**src/rtl/bitmanip_exec_pipe_pkg.sv**
```systemverilog
// Shared definitions for the bitmanip execution pipe: op codes, legality
// check and the two pipeline stage payloads.
package bmu_pkg;

  localparam int BMU_ROB_W = 6;
  localparam int BMU_PRF_W = 6;

  localparam logic [3:0] BMU_AND  = 4'b0000;
  localparam logic [3:0] BMU_OR   = 4'b0001;
  localparam logic [3:0] BMU_XOR  = 4'b0010;
  localparam logic [3:0] BMU_ORCB = 4'b0011;
  localparam logic [3:0] BMU_ANDN = 4'b0100;
  localparam logic [3:0] BMU_ORN  = 4'b0101;
  localparam logic [3:0] BMU_XNOR = 4'b0110;
  localparam logic [3:0] BMU_CTZ  = 4'b1000;
  localparam logic [3:0] BMU_REV8 = 4'b1010;
  localparam logic [3:0] BMU_CPOP = 4'b1011;
  localparam logic [3:0] BMU_CLZ  = 4'b1100;

  // Codes 0111, 1001 and 1101..1111 are unassigned.
  function automatic logic bmu_op_legal(input logic [3:0] op);
    case (op)
      4'b0111, 4'b1001, 4'b1101, 4'b1110, 4'b1111: return 1'b0;
      default:                                     return 1'b1;
    endcase
  endfunction

  typedef struct packed {
    logic [3:0]           op;
    logic [31:0]          a;
    logic [31:0]          b;
    logic [BMU_ROB_W-1:0] rob;
    logic [BMU_PRF_W-1:0] dest;
    logic                 wren;
  } bmu_s1_t;

  typedef struct packed {
    logic [31:0]          result;
    logic [BMU_ROB_W-1:0] rob;
    logic [BMU_PRF_W-1:0] dest;
    logic                 wren;
    logic                 illegal;
  } bmu_s2_t;

endpackage

```
**src/rtl/bitmanip_exec_pipe_if.sv**
```systemverilog
// Issue and writeback handshakes of the bitmanip pipe. Signal suffixes are
// relative to the pipe: the slave modport is the pipe, master is its peer.
interface bitmanip_exec_pipe_if #(
  parameter int ROB_W = 6,
  parameter int PRF_W = 6
);
  logic             issue_valid_i;
  logic             issue_ready_o;
  logic [3:0]       issue_op_i;
  logic [31:0]      issue_a_i;
  logic [31:0]      issue_b_i;
  logic [ROB_W-1:0] issue_rob_i;
  logic [PRF_W-1:0] issue_dest_i;
  logic             issue_wren_i;

  logic             wb_valid_o;
  logic             wb_ready_i;
  logic [31:0]      wb_result_o;
  logic [ROB_W-1:0] wb_rob_o;
  logic [PRF_W-1:0] wb_dest_o;
  logic             wb_wren_o;
  logic             wb_illegal_o;

  modport slave (
    input  issue_valid_i, issue_op_i, issue_a_i, issue_b_i, issue_rob_i,
           issue_dest_i, issue_wren_i, wb_ready_i,
    output issue_ready_o, wb_valid_o, wb_result_o, wb_rob_o, wb_dest_o,
           wb_wren_o, wb_illegal_o
  );

  modport master (
    output issue_valid_i, issue_op_i, issue_a_i, issue_b_i, issue_rob_i,
           issue_dest_i, issue_wren_i, wb_ready_i,
    input  issue_ready_o, wb_valid_o, wb_result_o, wb_rob_o, wb_dest_o,
           wb_wren_o, wb_illegal_o
  );
endinterface

```
**src/rtl/bitmanip_exec_pipe_gates.sv**
```systemverilog
// Combinational logic/bitmanip unit. Unassigned op codes yield zero.
module gates
  import bmu_pkg::*;
(
  input  logic [3:0]  op,
  input  logic [31:0] a,
  input  logic [31:0] b,
  output logic [31:0] result
);

  logic [5:0] cnt;

  // Evaluate the selected operation; counts are at most 32 so fit in 6 bits.
  always_comb begin
    result = '0;
    cnt    = 6'd0;
    case (op)
      BMU_AND:  result = a & b;
      BMU_OR:   result = a | b;
      BMU_XOR:  result = a ^ b;
      BMU_ORCB: begin
        for (int i = 0; i < 4; i++) result[i*8 +: 8] = {8{|a[i*8 +: 8]}};
      end
      BMU_ANDN: result = a & ~b;
      BMU_ORN:  result = a | ~b;
      BMU_XNOR: result = ~(a ^ b);
      BMU_CTZ: begin
        cnt = 6'd32;
        for (int i = 31; i >= 0; i--) if (a[i]) cnt = 6'(i);
        result = {26'd0, cnt};
      end
      BMU_REV8: result = {a[7:0], a[15:8], a[23:16], a[31:24]};
      BMU_CPOP: begin
        for (int i = 0; i < 32; i++) if (a[i]) cnt = cnt + 6'd1;
        result = {26'd0, cnt};
      end
      BMU_CLZ: begin
        cnt = 6'd32;
        for (int i = 0; i < 32; i++) if (a[i]) cnt = 6'(31 - i);
        result = {26'd0, cnt};
      end
      default: result = '0;
    endcase
  end

endmodule

```
**src/rtl/bitmanip_exec_pipe.sv**
```systemverilog
// Two-stage execution pipe around the gates unit: S1 registers the issued
// operands, S2 registers the result with its ROB tag for writeback.
// The struct widths come from bmu_pkg; ROB_W/PRF_W must match them.
module bitmanip_exec_pipe
  import bmu_pkg::*;
#(
  parameter int ROB_W = BMU_ROB_W,
  parameter int PRF_W = BMU_PRF_W
) (
  input  logic                 cpu_clock_i,
  input  logic                 cpu_resetn_i,
  input  logic                 flush_i,
  bitmanip_exec_pipe_if.slave  bus,
  output logic                 busy_o
);

  bmu_s1_t     s1_q;
  bmu_s2_t     s2_q;
  logic        s1_valid;
  logic        s2_valid;
  logic        s2_free;
  logic        s1_accept;
  logic        s2_load;
  logic        s1_legal;
  logic [31:0] gates_result;

  // S2 can take a new op when empty or when its op leaves this cycle.
  assign s2_free           = !s2_valid || bus.wb_ready_i;
  assign bus.issue_ready_o = !flush_i && (!s1_valid || s2_free);
  assign s1_accept         = bus.issue_valid_i && bus.issue_ready_o;
  assign s2_load           = s1_valid && s2_free;
  assign s1_legal          = bmu_op_legal(s1_q.op);

  gates u_gates (
    .op     (s1_q.op),
    .a      (s1_q.a),
    .b      (s1_q.b),
    .result (gates_result)
  );

  // Stage occupancy; flush drops both stages whatever the handshakes say.
  always_ff @(posedge cpu_clock_i or negedge cpu_resetn_i) begin
    if (!cpu_resetn_i) begin
      s1_valid <= 1'b0;
      s2_valid <= 1'b0;
    end else if (flush_i) begin
      s1_valid <= 1'b0;
      s2_valid <= 1'b0;
    end else begin
      if (s1_accept)    s1_valid <= 1'b1;
      else if (s2_load) s1_valid <= 1'b0;
      if (s2_load)                 s2_valid <= 1'b1;
      else if (bus.wb_ready_i)     s2_valid <= 1'b0;
    end
  end

  // Stage payloads; an illegal op carries a zero result and the flag.
  always_ff @(posedge cpu_clock_i or negedge cpu_resetn_i) begin
    if (!cpu_resetn_i) begin
      s1_q <= '0;
      s2_q <= '0;
    end else begin
      if (s1_accept) begin
        s1_q.op   <= bus.issue_op_i;
        s1_q.a    <= bus.issue_a_i;
        s1_q.b    <= bus.issue_b_i;
        s1_q.rob  <= bus.issue_rob_i;
        s1_q.dest <= bus.issue_dest_i;
        s1_q.wren <= bus.issue_wren_i;
      end
      if (s2_load) begin
        s2_q.result  <= s1_legal ? gates_result : 32'd0;
        s2_q.rob     <= s1_q.rob;
        s2_q.dest    <= s1_q.dest;
        s2_q.wren    <= s1_q.wren;
        s2_q.illegal <= !s1_legal;
      end
    end
  end

  assign bus.wb_valid_o   = s2_valid;
  assign bus.wb_result_o  = s2_q.result;
  assign bus.wb_rob_o     = s2_q.rob[ROB_W-1:0];
  assign bus.wb_dest_o    = s2_q.dest[PRF_W-1:0];
  assign bus.wb_wren_o    = s2_q.wren;
  assign bus.wb_illegal_o = s2_q.illegal;
  assign busy_o           = s1_valid || s2_valid;

endmodule

```
**src/flat_wrapper.sv**
```systemverilog
// flat-port wrapper written by rule: the top's interface ports become plain ports
module bitmanip_exec_pipe_flat import bmu_pkg::*;
#(
  parameter int ROB_W = BMU_ROB_W,
  parameter int PRF_W = BMU_PRF_W
)
  (cpu_clock_i, cpu_resetn_i, flush_i, busy_o, bus_issue_valid_i, bus_issue_op_i, bus_issue_a_i, bus_issue_b_i, bus_issue_rob_i, bus_issue_dest_i, bus_issue_wren_i, bus_wb_ready_i, bus_issue_ready_o, bus_wb_valid_o, bus_wb_result_o, bus_wb_rob_o, bus_wb_dest_o, bus_wb_wren_o, bus_wb_illegal_o);
  bitmanip_exec_pipe_if #(.ROB_W(ROB_W), .PRF_W(PRF_W)) bus_i ();
  input  logic cpu_clock_i;
  input  logic cpu_resetn_i;
  input  logic flush_i;
  output logic busy_o;
  input wire logic [$bits(bus_i.issue_valid_i)-1:0] bus_issue_valid_i;
  input wire logic [$bits(bus_i.issue_op_i)-1:0] bus_issue_op_i;
  input wire logic [$bits(bus_i.issue_a_i)-1:0] bus_issue_a_i;
  input wire logic [$bits(bus_i.issue_b_i)-1:0] bus_issue_b_i;
  input wire logic [$bits(bus_i.issue_rob_i)-1:0] bus_issue_rob_i;
  input wire logic [$bits(bus_i.issue_dest_i)-1:0] bus_issue_dest_i;
  input wire logic [$bits(bus_i.issue_wren_i)-1:0] bus_issue_wren_i;
  input wire logic [$bits(bus_i.wb_ready_i)-1:0] bus_wb_ready_i;
  output wire logic [$bits(bus_i.issue_ready_o)-1:0] bus_issue_ready_o;
  output wire logic [$bits(bus_i.wb_valid_o)-1:0] bus_wb_valid_o;
  output wire logic [$bits(bus_i.wb_result_o)-1:0] bus_wb_result_o;
  output wire logic [$bits(bus_i.wb_rob_o)-1:0] bus_wb_rob_o;
  output wire logic [$bits(bus_i.wb_dest_o)-1:0] bus_wb_dest_o;
  output wire logic [$bits(bus_i.wb_wren_o)-1:0] bus_wb_wren_o;
  output wire logic [$bits(bus_i.wb_illegal_o)-1:0] bus_wb_illegal_o;
  assign bus_i.issue_valid_i = bus_issue_valid_i;
  assign bus_i.issue_op_i = bus_issue_op_i;
  assign bus_i.issue_a_i = bus_issue_a_i;
  assign bus_i.issue_b_i = bus_issue_b_i;
  assign bus_i.issue_rob_i = bus_issue_rob_i;
  assign bus_i.issue_dest_i = bus_issue_dest_i;
  assign bus_i.issue_wren_i = bus_issue_wren_i;
  assign bus_i.wb_ready_i = bus_wb_ready_i;
  assign bus_issue_ready_o = bus_i.issue_ready_o;
  assign bus_wb_valid_o = bus_i.wb_valid_o;
  assign bus_wb_result_o = bus_i.wb_result_o;
  assign bus_wb_rob_o = bus_i.wb_rob_o;
  assign bus_wb_dest_o = bus_i.wb_dest_o;
  assign bus_wb_wren_o = bus_i.wb_wren_o;
  assign bus_wb_illegal_o = bus_i.wb_illegal_o;
  bitmanip_exec_pipe #(.ROB_W(ROB_W), .PRF_W(PRF_W)) u_core (.cpu_clock_i(cpu_clock_i), .cpu_resetn_i(cpu_resetn_i), .flush_i(flush_i), .bus(bus_i), .busy_o(busy_o));
endmodule
```
**config.mk**
```make
export PLATFORM = sky130hd
export DESIGN_NAME = bitmanip_exec_pipe_flat
export DESIGN_NICKNAME = d
export VERILOG_FILES = /design/src/rtl/bitmanip_exec_pipe_pkg.sv /design/src/rtl/bitmanip_exec_pipe_if.sv /design/src/rtl/bitmanip_exec_pipe_gates.sv /design/src/rtl/bitmanip_exec_pipe.sv /design/src/flat_wrapper.sv
export SDC_FILE = /design/constraint.sdc
export NUM_CORES = 1
export LEC_CHECK = 0
export ABC_AREA = 0
export BUFFER_PORTS_ARGS = -buffer_cell sky130_fd_sc_hd__buf_2
export CORE_ASPECT_RATIO = 1.25
export CORE_MARGIN = 2
export CORE_UTILIZATION = 45
export CTS_CLUSTER_DIAMETER = 40
export CTS_CLUSTER_SIZE = 28
export DETAILED_ROUTE_END_ITERATION = 8
export HOLD_SLACK_MARGIN = 0.03
export PLACE_DENSITY = 0.69
export RECOVER_POWER = 50
export SLEW_MARGIN = 25
export SYNTH_ARGS = -nofsm -noshare
export SYNTH_HDL_FRONTEND = slang
export SYNTH_SLANG_ARGS = --single-unit
export TNS_END_PERCENT = 100
```
**constraint.sdc**
```tcl
create_clock -name cpu_clock_i -period 23.2 [get_ports cpu_clock_i]
set_clock_uncertainty 0.15 [all_clocks]
set_input_delay 2.32 -clock cpu_clock_i [delete_from_list [all_inputs] [get_ports cpu_clock_i]]
set_output_delay 2.32 -clock cpu_clock_i [all_outputs]
set_load 0.05 [all_outputs]
```
* Yosys cells after proc, flatten, opt, wreduce, memory -nomap -nowiden
Cells that the tools add are included.
** Word-level totals
- Register bits after elaboration :: 129
- Latch bits :: 0
- Bits in writable memories :: 0
- Memory bits (read-only) :: 0
- Input bits :: 86
- Output and inout port bits :: 49
- Word-level logic and storage cells :: 218
- Memories kept :: 0
** Cells by class
- Add/subtract/negate cells :: 31
- Multipliers :: 0
- Divide/modulo/power cells :: 0
- $lt $le $gt $ge :: 0
- Equal/unequal tests :: 15
- Shift-type cells :: 0
- Mux-type cells :: 135
- Bitwise logic cells :: 7
- Reductions and logical operators :: 17
** Operators by type and width (number)
- 6-bit 2-to-1 mux :: 126
- 32-bit one-hot mux with 11 select lines :: 1
- 6-bit by 1-bit adder with 6-bit output, second input constant :: 31
- 32-bit AND :: 2
- 32-bit inverter :: 2
- 32-bit bitwise OR :: 2
- 4-bit equality test, second input constant :: 8
- 32-bit 2-to-1 mux :: 1
- 8-bit OR reduction :: 4
- 32-bit bitwise XOR :: 1
- 4-bit by 3-bit equality test with 1-bit output, second input constant :: 4
- 4-bit by 2-bit equality test with 1-bit output, second input constant :: 2
- 1-bit 2-to-1 mux :: 7
- 3-bit nonzero test :: 2
- 5-bit OR reduction :: 1
- 4-bit by 1-bit equality test with 1-bit output, second input constant :: 1
- 4-bit zero test :: 1
- 1-bit logical AND :: 3
- 1-bit zero test :: 3
- 1-bit logical OR :: 3

* Logic depth before layout (Yosys ltp)
- Depth in word-level cells :: 96
- Gate-level depth with buffers :: 89
- Depth with buffers taken out :: 88

* Hierarchy
Synthesis repeated with hierarchy kept, for this count alone.
** Second synthesis, totals
- Cell total of the unflattened synthesis :: 1337
- Area total of the unflattened synthesis :: 12455.7 um^2
** Modules (own cells, without submodules)
- gates :: times used 1, cells each 1005, area each 7009.2 um^2, seq. area each 0.0 um^2
- bitmanip_exec_pipe :: times used 1, cells each 332, area each 5446.5 um^2, seq. area each 3228.1 um^2

* Worst setup path before layout
OpenSTA, ideal clock, no wires.
- Path type :: reg2reg
- Start point :: register, netlist name u_core.s1_q[45]
- End point :: register u_core.s2_q, in the netlist u_core.bus.wb_result_o[5]
- Library setup time :: 69 ps
- Arrival :: 15169 ps
- Data required time :: 22981 ps
- Path slack :: 7811 ps
- Stages on the path, launching flop included :: 90
- Path buffers :: 1
- Clock period less this slack :: 15389 ps
- Cells stage by stage :: dfrtp_1 > inv_1 > ha_1 > buf_6 > xor2_1 > ha_1 > xor2_1 > mux2i_1 > xnor2_1 > mux2i_1 > ha_1 > nor2b_1 > a31oi_1 > nor2_1 > xnor2_1 > mux2_2 > ha_1 > nand2b_1 > (+54 left out) > o21ai_0 > ha_1 > o21ai_0 > xnor2_1 > a21oi_1 > a31oi_1 > ha_1 > inv_1 > a21oi_1 > ha_1 > nand2_1 > xor2_1 > xnor2_1 > nor3_2 > o21ai_0 > a21boi_0 > or4b_1 > nand3_1
** On the way
- Cells in the longest elaborated chain, start to end :: 96
- Elaborated cells between the ends (all ways) :: 130
- Those cells by class :: add/sub (31); mux (98); reduce/logical (1)
** Ends and longest elaborated chain
- 1-bit 2-to-1 mux :: RTL line bitmanip_exec_pipe_gates.sv:34 : for (int i = 0; i < 32; i++) if (a[i]) cnt = cnt + 6'd1;
- 6-bit 2-to-1 mux :: RTL line bitmanip_exec_pipe_gates.sv:17 : case (op)
- 6-bit by 1-bit adder with 6-bit output :: RTL line bitmanip_exec_pipe_gates.sv:34
- 6-bit 2-to-1 mux :: RTL line bitmanip_exec_pipe_gates.sv:34
- 6-bit 2-to-1 mux :: RTL line bitmanip_exec_pipe_gates.sv:17
- 6-bit by 1-bit adder with 6-bit output :: RTL line bitmanip_exec_pipe_gates.sv:34
- 6-bit 2-to-1 mux :: RTL line bitmanip_exec_pipe_gates.sv:34
- 6-bit 2-to-1 mux :: RTL line bitmanip_exec_pipe_gates.sv:17
- (+80 left out)
- 6-bit 2-to-1 mux :: RTL line bitmanip_exec_pipe_gates.sv:17
- 6-bit by 1-bit adder with 6-bit output :: RTL line bitmanip_exec_pipe_gates.sv:34
- 6-bit 2-to-1 mux :: RTL line bitmanip_exec_pipe_gates.sv:34
- 6-bit 2-to-1 mux :: RTL line bitmanip_exec_pipe_gates.sv:17
- 6-bit by 1-bit adder with 6-bit output :: RTL line bitmanip_exec_pipe_gates.sv:34
- 6-bit 2-to-1 mux :: RTL line bitmanip_exec_pipe_gates.sv:34
- 32-bit one-hot mux with 11 select lines * :: RTL line bitmanip_exec_pipe_gates.sv:17
- 32-bit 2-to-1 mux * :: RTL line bitmanip_exec_pipe.sv:72 : s2_q.result <= s1_legal ? gates_result : 32'd0;
- end, declared :: RTL line bitmanip_exec_pipe.sv:18 : bmu_s2_t s2_q;
Every way passes the cells marked *; elsewhere a longest branch is shown, timed or not. The select of a mux whose other input is x is not followed.
A chain may end at the register's enable or synchronous reset.

* Worst setup path after layout
- Start point :: register, netlist name u_core.s1_q[45]
- End point :: register u_core.s2_q, in the netlist u_core.bus.wb_result_o[5]
** On the way
- Cells in the longest elaborated chain, start to end :: 96
- Elaborated cells between the ends (all ways) :: 130
- Those cells by class :: add/sub (31); mux (98); reduce/logical (1)
** Ends and longest elaborated chain (RTL line)
- 1-bit 2-to-1 mux :: bitmanip_exec_pipe_gates.sv:34
- 6-bit 2-to-1 mux :: bitmanip_exec_pipe_gates.sv:17
- 6-bit by 1-bit adder with 6-bit output :: bitmanip_exec_pipe_gates.sv:34
- 6-bit 2-to-1 mux :: bitmanip_exec_pipe_gates.sv:34
- 6-bit 2-to-1 mux :: bitmanip_exec_pipe_gates.sv:17
- 6-bit by 1-bit adder with 6-bit output :: bitmanip_exec_pipe_gates.sv:34
- 6-bit 2-to-1 mux :: bitmanip_exec_pipe_gates.sv:34
- 6-bit 2-to-1 mux :: bitmanip_exec_pipe_gates.sv:17
- (+80 left out)
- 6-bit 2-to-1 mux :: bitmanip_exec_pipe_gates.sv:17
- 6-bit by 1-bit adder with 6-bit output :: bitmanip_exec_pipe_gates.sv:34
- 6-bit 2-to-1 mux :: bitmanip_exec_pipe_gates.sv:34
- 6-bit 2-to-1 mux :: bitmanip_exec_pipe_gates.sv:17
- 6-bit by 1-bit adder with 6-bit output :: bitmanip_exec_pipe_gates.sv:34
- 6-bit 2-to-1 mux :: bitmanip_exec_pipe_gates.sv:34
- 32-bit one-hot mux with 11 select lines * :: bitmanip_exec_pipe_gates.sv:17
- 32-bit 2-to-1 mux * :: bitmanip_exec_pipe.sv:72
Marked as above.

==> qor.yml <==
timing:
  setup_viol: 0
  hold_viol: 0
  max_freq_ghz: 0.0570
  tns_ps: 0
  slew-limit-headroom: -1.19
  worst_pin_slew_ps: 3280
  finalMaxSlewViolations: 154
  fin_crit_ps: 17550
  min_period_over_period: 0.756
  rsz0062_at_grt: "false"
critical_path:
  cpLargestDelayFamily: "adder cells"
  cp_slowest_cell: "or4b_1"
  critPathMaxFanout: 9
  crit_path_frequent_cell: "ha_1"
  end_kind: "register"
  path_class: "register to register"
  critPathLaunchType: "register"
  crit_required_ps: 23420
  cpPeakStageDelay_ps: 530
  arrival_ps: 17770
  crit_buf_inv: 2
logic_synthesis:
  synthMuxAreaShare: 0.112
  synth-edff-count: 0
  ys_seq_elements: 129
  synthSimpleGateAreaFrac: 0.154
  ys_seq_area_frac: 0.273
  synth_compound_area_frac: 0.216
  synth-adder-area-share: 0.0368
  synthCells: 1377
  synth_top_family_by_area: "compound AO/OA/AOI/OAI gates"
  synth_top_flop_cell: "dfrtp_1"
  netlist_area_um2: 11800
  synth_async_sr_flop_share: 1.00
  synth.distinct_cells: 88
  synth_xor_area_frac: 0.163
  yosysWarnings: 0
  synth_nets: 1497
  synth_area_per_cell_um2: 8.59
drt:
  dr.pass1.iters: 5
  vias: 10649
  first_iter_violations: 657
  drc: 0
  routed_wl_um: 33500
  viasPerCell: 5.91
  highest_layer: "met4"
  routed-wl-met3_um: 1900
  wl_met1_um: 13800
  wire_per_inst_um: 18.6
  wl_met2_um: 16500
  antenna_left: 0
floorplan:
  dieWidth_um: 149
  core_um2: 25900
  placementRows: 66
  die-area_um2: 27600
  start_util: 0.456
  dieHeight_um: 185
  ios: 135
finish:
  drive_gt1_frac: 0.221
  most-common-layout-cells: "buf_2 (131), dfrtp_1 (128), nand2_1 (127)"
  final_cells: 1801
  finish.utilization: 0.512
  nNetsFinal: 1567
  area_delta_synth_final_pct: 12.2
  final_common_cell: "buf_2"
global_route:
  grt.total_usage: 0.246
  first_global_vias: 10355
  grt_max_degree: 82
  antenna_found_initial: 0
  grt_overflow: 0
  grt_pass1_wl_um: 53700
clock_network:
  cts_tree: "built"
  cts_made_buffers: 17
  postCtsSetupBuffers: 0
  cts_buffer_depth: 2
  clock_sinks: 129
  cts_hold_buf: 0
  cts_resized: 0
  clock_latency_ps: 440
  cts_root_buffer: "clkbuf_16"
  clkTransAtPathRegs_ps: 70
  htree_levels: 4
place:
  hpwlAfterDp_um: 25000
  placed_cells: 1767
  place_congestion: 0.905
  port_buffers: 134
flow_run:
  cap_violations: 3
status:
  status: "finished with violations"
  violations: "max-capacitance violations, max-slew violations"
hold_path:
  hold_class: "register to register"
[cell families after synthesis]
family          Yosys count
simple gates            390
xor+xnor                180
mux                     119
flops                   129
fa+ha+maj                35
compound gates          387
buf+inv                 137
[metal layers]
metal	up-vias	track usage
met5	-	0
met3	74	0.0480
met1	5104	0.296
met2	355	0.429
met4	0	0.104
li1	5116	-
[sequential cells by signal, indices dropped and copies added, names as in the netlist]
register,count
u_core.s1_valid,1
u_core.bus.wb_valid_o,1
u_core.bus.wb_rob_o,6
u_core.bus.wb_result_o,32
u_core.bus.wb_illegal_o,1
u_core.bus.wb_dest_o,6
u_core.s1_q,81
u_core.bus.wb_wren_o,1
[worst reg2reg max path: cells and delay by family, from the launching register on]
kind | cells | cell delay (ps)
adders and majority gates | 16 | 4790
buffers and inverters | 2 | 200
AOI/OAI and AO/OA | 25 | 4190
and+or+nand+nor | 21 | 3080
DFF | 1 | 510
muxes | 6 | 1140
xor gates and xnor gates | 18 | 3460
[path summary, 6_finish.rpt]
check	to	startpoint	slack [ps]	cells after the start
setup / recovery	u_core.bus.wb_result_o[5]	u_core.s1_q[45]	5650	88
hold / removal	u_core.bus.wb_result_o[19]	u_core.bus.wb_result_o[19]	320	2
setup reg to reg	u_core.bus.wb_result_o[5]	u_core.s1_q[45]	5650	88
hold reg to reg	u_core.bus.wb_result_o[19]	u_core.bus.wb_result_o[19]	320	2
max in group asynchronous	u_core.s1_q[54]	cpu_resetn_i	15470	3
min in group asynchronous	u_core.bus.wb_dest_o[0]	cpu_resetn_i	2830	1
[synthesized netlist by cell type, types with 6 or more instances]
master	n	area, µm²
a2111oi_0	30	263
a211oi_1	34	255
a21o_1	28	210
a21oi_1	98	490
a221oi_1	6	52.6
a31oi_1	14	87.6
and2_1	9	56.3
and3_1	7	43.8
buf_1	9	33.8
clkbuf_1	83	312
dfrtp_1	129	3230
ha_1	34	425
inv_1	37	139
mux2_2	97	1090
mux2i_1	21	210
nand2_1	128	480
nand2b_1	15	93.8
nand3_1	27	135
nand3b_1	7	52.6
nor2_1	114	428
nor2b_1	11	68.8
nor3_1	19	95.1
nor4_1	11	68.8
o211ai_1	6	45.0
o21a_1	8	60.1
o21ai_0	83	415
o21bai_1	8	60.1
o22ai_1	8	50.1
o31ai_1	10	75.1
or2_2	10	62.6
or3_1	6	37.5
xnor2_1	90	788
xnor2_2	8	130
xnor2_4	6	165
xor2_1	64	561
[layout make-up]
| cell class | instances | area (µm²) |
|---|---|---|
| Fill cell | 2484 | 12700 |
| Multi-Input combinational cell | 1111 | 8090 |
| Sequential cell | 129 | 3230 |
| Timing Repair Buffer | 146 | 746 |
| Clock buffer | 19 | 443 |
| Tap cell | 340 | 425 |
| Clock inverter | 13 | 175 |
| Inverter | 42 | 168 |
| Antenna cell | 1 | 2.50 |
[stage by stage]
step	hold WS, ps	instance area [µm²]	setup WS (ps)
6_report	324	13300	5650
5_1_grt	364	13300	3920
4_1_cts	329	13300	5770
3_5_place_dp	315	12700	5860
3_3_place_gp	310	12700	6590
2_1_floorplan	325	11800	7810
Power is left out: the tool's default activity adds up to more than one toggle a clock period on the data nets, which glitch-free logic cannot reach.
